### config.mk
export PLATFORM = sky130hd
export DESIGN_NAME = imm_gen_pipe
export DESIGN_NICKNAME = d
export VERILOG_FILES = /design/src/rtl/imm_gen_pipe.sv
export SDC_FILE = /design/constraint.sdc
export NUM_CORES = 1
export LEC_CHECK = 0
export CAP_MARGIN = 30
export CORE_MARGIN = 8
export CORE_UTILIZATION = 45
export CTS_CLUSTER_DIAMETER = 50
export DETAILED_ROUTE_END_ITERATION = 10
export GPL_TIMING_DRIVEN = 0
export PLACE_DENSITY = 0.75
export SYNTH_ARGS = -nofsm -noshare
export SYNTH_HDL_FRONTEND = slang
export SYNTH_SLANG_ARGS = --single-unit
### constraint.sdc
create_clock -name clk -period 2.7 [get_ports clk]
set_clock_uncertainty 0.1 [all_clocks]
set_input_delay 0.405 -clock clk [delete_from_list [all_inputs] [get_ports clk]]
set_output_delay 0.405 -clock clk [all_outputs]
set_load 0.1 [all_outputs]
### src/rtl/imm_gen_pipe.sv
// imm_gen_pipe: registered RV32I/RV64I immediate generator behind a
// valid/ready handshake with a 2-entry skid buffer.
//
// The immediate format is decoded from the opcode alone. The immediate is
// sign-extended from instr[31] to XLEN (U included, so lui/auipc on RV64
// produce the architecturally correct value). A pass-through tag travels
// with each instruction, and a saturating counter tracks accepted illegal
// opcodes.
//
// Optional feature macro: IMM_GEN_CSR_EN
//   defined   : SYSTEM opcode decodes as CSR-immediate (fmt 6, zero-extended
//               uimm) when funct3[2]=1, otherwise as an I-type immediate.
//   undefined : SYSTEM opcode is treated as illegal.
//
// Ports:
//   clk, rst         clock (rising edge), asynchronous active-high reset
//   in_valid/ready   input handshake; in_ready is a pure register output
//   in_instr, in_tag instruction word and sideband tag
//   out_valid/ready  output handshake
//   out_imm          sign-extended immediate (XLEN bits)
//   out_fmt          0 R, 1 I, 2 S, 3 B, 4 U, 5 J, 6 CSR, 7 illegal
//   out_tag          tag belonging to out_imm
//   illegal_cnt      saturating count of accepted illegal opcodes
module imm_gen_pipe #(
  parameter int XLEN  = 32,
  parameter int TAG_W = 32,
  parameter int CNT_W = 8
) (
  input  logic             clk,
  input  logic             rst,
  input  logic             in_valid,
  output logic             in_ready,
  input  logic [31:0]      in_instr,
  input  logic [TAG_W-1:0] in_tag,
  output logic             out_valid,
  input  logic             out_ready,
  output logic [XLEN-1:0]  out_imm,
  output logic [2:0]       out_fmt,
  output logic [TAG_W-1:0] out_tag,
  output logic [CNT_W-1:0] illegal_cnt
);

  localparam logic [2:0] FMT_R   = 3'd0;
  localparam logic [2:0] FMT_I   = 3'd1;
  localparam logic [2:0] FMT_S   = 3'd2;
  localparam logic [2:0] FMT_B   = 3'd3;
  localparam logic [2:0] FMT_U   = 3'd4;
  localparam logic [2:0] FMT_J   = 3'd5;
`ifdef IMM_GEN_CSR_EN
  localparam logic [2:0] FMT_CSR = 3'd6;
`endif
  localparam logic [2:0] FMT_ILL = 3'd7;

  typedef enum logic [1:0] {S_EMPTY, S_ONE, S_FULL} state_t;

  // Every format is first assembled as a 32-bit value already extended
  // from instr[31]; widening to XLEN then only replicates that sign.
  function automatic logic signed [XLEN-1:0] sext32(input logic [31:0] v);
    return XLEN'($signed(v));
  endfunction

  function automatic logic [CNT_W-1:0] sat_inc(input logic [CNT_W-1:0] c);
    return (&c) ? c : c + CNT_W'(1);
  endfunction

  state_t                  state_q, state_d;
  logic                    in_ready_q, in_ready_d;
  logic signed [XLEN-1:0]  out_imm_q, out_imm_d;
  logic [2:0]              out_fmt_q, out_fmt_d;
  logic [TAG_W-1:0]        out_tag_q, out_tag_d;
  logic signed [XLEN-1:0]  skid_imm_q;
  logic [2:0]              skid_fmt_q;
  logic [TAG_W-1:0]        skid_tag_q;
  logic [CNT_W-1:0]        cnt_q, cnt_d;

  logic signed [XLEN-1:0]  dec_imm;
  logic [2:0]              dec_fmt;
  logic                    accept, drain;
  logic                    out_load_in, out_load_skid, skid_load;

  // ---- stage p0: opcode decode of the offered instruction
  always_comb begin
    dec_imm = '0;
    dec_fmt = FMT_ILL;
    case (in_instr[6:0])
      7'b0000011, 7'b0010011, 7'b1100111: begin
        dec_fmt = FMT_I;
        dec_imm = sext32({{20{in_instr[31]}}, in_instr[31:20]});
      end
      7'b0100011: begin
        dec_fmt = FMT_S;
        dec_imm = sext32({{20{in_instr[31]}}, in_instr[31:25], in_instr[11:7]});
      end
      7'b1100011: begin
        dec_fmt = FMT_B;
        dec_imm = sext32({{19{in_instr[31]}}, in_instr[31], in_instr[7],
                          in_instr[30:25], in_instr[11:8], 1'b0});
      end
      7'b0110111, 7'b0010111: begin
        dec_fmt = FMT_U;
        dec_imm = sext32({in_instr[31:12], 12'b0});
      end
      7'b1101111: begin
        dec_fmt = FMT_J;
        dec_imm = sext32({{11{in_instr[31]}}, in_instr[31], in_instr[19:12],
                          in_instr[20], in_instr[30:21], 1'b0});
      end
      7'b0110011: begin
        dec_fmt = FMT_R;
        dec_imm = '0;
      end
      7'b1110011: begin
`ifdef IMM_GEN_CSR_EN
        // funct3[2] selects the immediate CSR forms (CSRR*I).
        if (in_instr[14]) begin
          dec_fmt = FMT_CSR;
          dec_imm = {{(XLEN-5){1'b0}}, in_instr[19:15]};
        end else begin
          dec_fmt = FMT_I;
          dec_imm = sext32({{20{in_instr[31]}}, in_instr[31:20]});
        end
`else
        dec_fmt = FMT_ILL;
        dec_imm = '0;
`endif
      end
      default: ;
    endcase
  end

  assign accept = in_valid & in_ready_q;
  assign drain  = out_valid & out_ready;

  // Skid control. in_ready is registered from the next state, so it never
  // depends combinationally on out_ready; the skid entry absorbs the one
  // instruction that can arrive while the output is stalled.
  always_comb begin
    state_d       = state_q;
    out_load_in   = 1'b0;
    out_load_skid = 1'b0;
    skid_load     = 1'b0;
    case (state_q)
      S_EMPTY: begin
        if (accept) begin
          state_d     = S_ONE;
          out_load_in = 1'b1;
        end
      end
      S_ONE: begin
        if (accept && drain) begin
          out_load_in = 1'b1;
        end else if (accept) begin
          state_d   = S_FULL;
          skid_load = 1'b1;
        end else if (drain) begin
          state_d = S_EMPTY;
        end
      end
      S_FULL: begin
        if (drain) begin
          state_d       = S_ONE;
          out_load_skid = 1'b1;
        end
      end
      default: state_d = S_EMPTY;
    endcase
  end

  always_comb begin
    in_ready_d = (state_d != S_FULL);
    out_imm_d  = out_imm_q;
    out_fmt_d  = out_fmt_q;
    out_tag_d  = out_tag_q;
    if (out_load_in) begin
      out_imm_d = dec_imm;
      out_fmt_d = dec_fmt;
      out_tag_d = in_tag;
    end else if (out_load_skid) begin
      out_imm_d = skid_imm_q;
      out_fmt_d = skid_fmt_q;
      out_tag_d = skid_tag_q;
    end
    cnt_d = cnt_q;
    if (accept && (dec_fmt == FMT_ILL)) cnt_d = sat_inc(cnt_q);
  end

  // ---- stage p1: output register, control state and illegal counter
  always_ff @(posedge clk or posedge rst) begin
    if (rst) begin
      state_q    <= S_EMPTY;
      in_ready_q <= 1'b0;
      out_imm_q  <= '0;
      out_fmt_q  <= '0;
      out_tag_q  <= '0;
      cnt_q      <= '0;
    end else begin
      state_q    <= state_d;
      in_ready_q <= in_ready_d;
      out_imm_q  <= out_imm_d;
      out_fmt_q  <= out_fmt_d;
      out_tag_q  <= out_tag_d;
      cnt_q      <= cnt_d;
    end
  end

  // Skid data is only read when the FSM says it is occupied, so it needs
  // no reset.
  always_ff @(posedge clk) begin
    if (skid_load) begin
      skid_imm_q <= dec_imm;
      skid_fmt_q <= dec_fmt;
      skid_tag_q <= in_tag;
    end
  end

  assign in_ready    = in_ready_q;
  assign out_valid   = (state_q != S_EMPTY);
  assign out_imm     = out_imm_q;
  assign out_fmt     = out_fmt_q;
  assign out_tag     = out_tag_q;
  assign illegal_cnt = cnt_q;

endmodule

==> out/qor.yml <==
worst_setup_path:
  crit_chain: "clkdlybuf4s50_1"
  reg2reg_setup_slack_ns: 0.57
  crit_family: "buffers and inverters"
  path_max_fanout: 6
  worstSetupEndpointType: "output port"
  slowest_delay_ns: 1.18
  reg2reg_to: "out_fmt[2]"
  critPathSlowestCell: "clkdlybuf4s50_1"
  crit_required_ns: 2.19
  r2r_start: "state_q[0]"
  critPathBufInv: 1
  worst-path-stages: 1
  crit_start: "illegal_cnt[2]"
  worst-setup-path-type: "register to output port"
  cp.arrival_ns: 2.03
  startpoint_type: "register"
  r2r_cells: 6
routing:
  via_per_inst: 5.47
  vias: 4454
  drc: 0
  wl_um: 15700
  drt_iter0_drc: 378
  ant_nets: 0
  drt_first_pass_iters: 6
  detail_route.wl_per_cell_um: 19.3
synth:
  synth_cell_types: 51
  netlist_instances: 462
  yosysWarnings: 0
  yosys_most_used_dff: "dfrtp_1"
  ys_top_cells_by_area: "edfxtp_1, dfrtp_1, a21o_1"
  synth_top_cells_by_count: "dfrtp_1, nand2_1, edfxtp_1, a21o_1, a22oi_1"
  synth-seq-cells: 145
  post_synth.cell_area_avg_sq_um: 13.0
  async_flop_share_pct: 53.8
  ys_seq_area_share_pct: 66.0
  synth_most_common_cell: "dfrtp_1"
  yosysTopAreaCell: "edfxtp_1"
  synth-edff-count: 67
  synth.top_cell.area_share_pct: 33.5
  syn_area_sq_um: 6010
  synth.net_count: 531
die:
  pin_count: 145
  die_w_um: 132
  start_util_pct: 45.7
  rows: 42
  dieHeight_um: 132
  dieArea_sq_um: 17300
  core-area_sq_um: 13100
clock_network:
  cts_sinks: 145
  numCtsBuffers: 17
  root_buffer: "clkbuf_16"
  path_clk_slew_ns: 0.06
  cts_tree: "built"
  postCtsSetupRepairBufs: 0
  clk_latency_ns: 0.41
  htreeDepth: 4
  cts_buffer_depth: 2
run:
  max-cap-violations: 0
global_route:
  grt_pass1_wl_um: 25400
  grt_max_degree: 68
  track_usage_pct: 18.3
  antenna_found_initial: 0
  gr-total-overflow: 0
  first_global_vias: 4724
timing:
  rsz0062_at_grt: "false"
  period_minus_slack_ns: 2.53
  relSlewSlack_pct: 30.2
  tightest_slew_ns: 1.04
  setup_viol: 0
  hold_viol_final: 0
  slew_violations: 0
  holdWs_ns: 0.262
  fin_crit_sh_pct: 93.9
  fmax_mhz: 395
pwr:
  max-vdd-ir-drop_v: 0.000808
  power_density_nw_per_um2: 1300
  finalPower_mw: 10.8
  leakage_nw: 3.70
finish:
  fin_area_sq_um: 8320
  final_net_count: 694
  insertedDiodeCount: 0
  drive_gt1_share_pct: 9.87
  area_delta_synth_final_pct: 38.5
  finalNonFillerCells: 814
  post-route-util_pct: 63.3
placed_design:
  port_buffers: 143
  place_area_sq_um: 7690
  place_inst: 782
  finalWeightedCongestion: 0.875
  hpwl_um: 11000
worst_hold_path:
  hold_path.class: "input pin to asynchronous set/reset pin"
status:
  status: "finished clean"
-- flip-flops by register name, indices dropped and copies added, names as in the netlist --
signal	cells
out_fmt	3
skid_fmt_q	3
skid_imm_q	32
illegal_cnt	8
out_imm	32
skid_tag_q	32
out_tag	32
in_ready	1
state_q	2
-- how the worst max path moves through the flow --
stage	endpoint	slack (ns)
global route	illegal_cnt[3]	0.11
floorplan	skid_fmt_q[0]	0.19
global placement	illegal_cnt[5]	-1.28
detailed placement	illegal_cnt[1]	0.07
finish	illegal_cnt[2]	0.17
CTS	illegal_cnt[2]	0.13
-- power breakdown --
part	internal (mW)	switching [mW]
sequential	2.86	0.309
combinational	1.20	4.09
clock	1.53	0.862
total	5.59	5.26
-- layer usage --
layer / wire (um) / track usage [%] / part of all wire, % / up-vias
li1: - / - / - / 2045
met2: 7670 / 29.3 / 49 / 176
met5: 0 / 0 / 0 / -
met4: 105 / 5.36 / 0.67 / 0
met1: 6920 / 23.7 / 44 / 2223
met3: 1020 / 5.18 / 6.5 / 10
-- placed cells by master (no fill, tap or decap), types with 3 or more instances in the layout --
cell type	synthesis	routed
a22o_1	26	26
a211o_1	4	4
a21oi_1	4	4
a21o_1	39	39
a222oi_1	6	6
buf_2	13	13
xnor2_1	7	7
nand4_1	3	3
and2_1	12	11
or2_2	4	4
a22oi_1	36	36
nor3b_1	3	3
nor2_1	5	5
inv_1	9	8
nor3_1	3	3
nand3_1	13	13
dfrtp_1	78	78
nand2_1	71	71
clkbuf_16	0	23
clkbuf_1	12	15
mux2i_1	6	6
clkdlybuf4s50_1	0	142
o21ai_0	6	6
edfxtp_1	67	67
clkinv_2	0	3
-- final cells by class --
type	count	area, sq um
Multi-Input combinational cell	280	1870
Timing Repair Buffer	144	1460
Inverter	9	36.3
Tap cell	176	220
Buffer	28	140
Clock buffer	27	601
Clock inverter	5	30.0
Sequential cell	145	3960
Fill cell	997	4820
-- what timing repair did --
action,in CTS,in global routing
hold buffers,0,0
gates resized for setup,1,0
endpoints found under the setup margin,1,0
-- per-stage QoR --
step	worst slack (ns)	TNS, ns
after floorplan	0.192	0
after CTS	0.132	0
after global placement	-1.28	-99.11
after detailed placement	0.0680	0
after global routing	0.106	0
final	0.165	0
-- cells by family after synthesis --
| logic type | count (synthesis) | share of synthesized area, % |
|---|---|---|
| DFF | 145 | 66.0 |
| and+or+nand+nor | 134 | 11.6 |
| AOI/OAI and AO/OA | 130 | 16.9 |
| buffers and inverters | 37 | 2.89 |
| muxes | 8 | 1.44 |
| xor gates and xnor gates | 7 | 1.02 |
| adders and majority gates | 1 | 0.208 |
No activity file was read; power rests on OpenSTA's default activity.
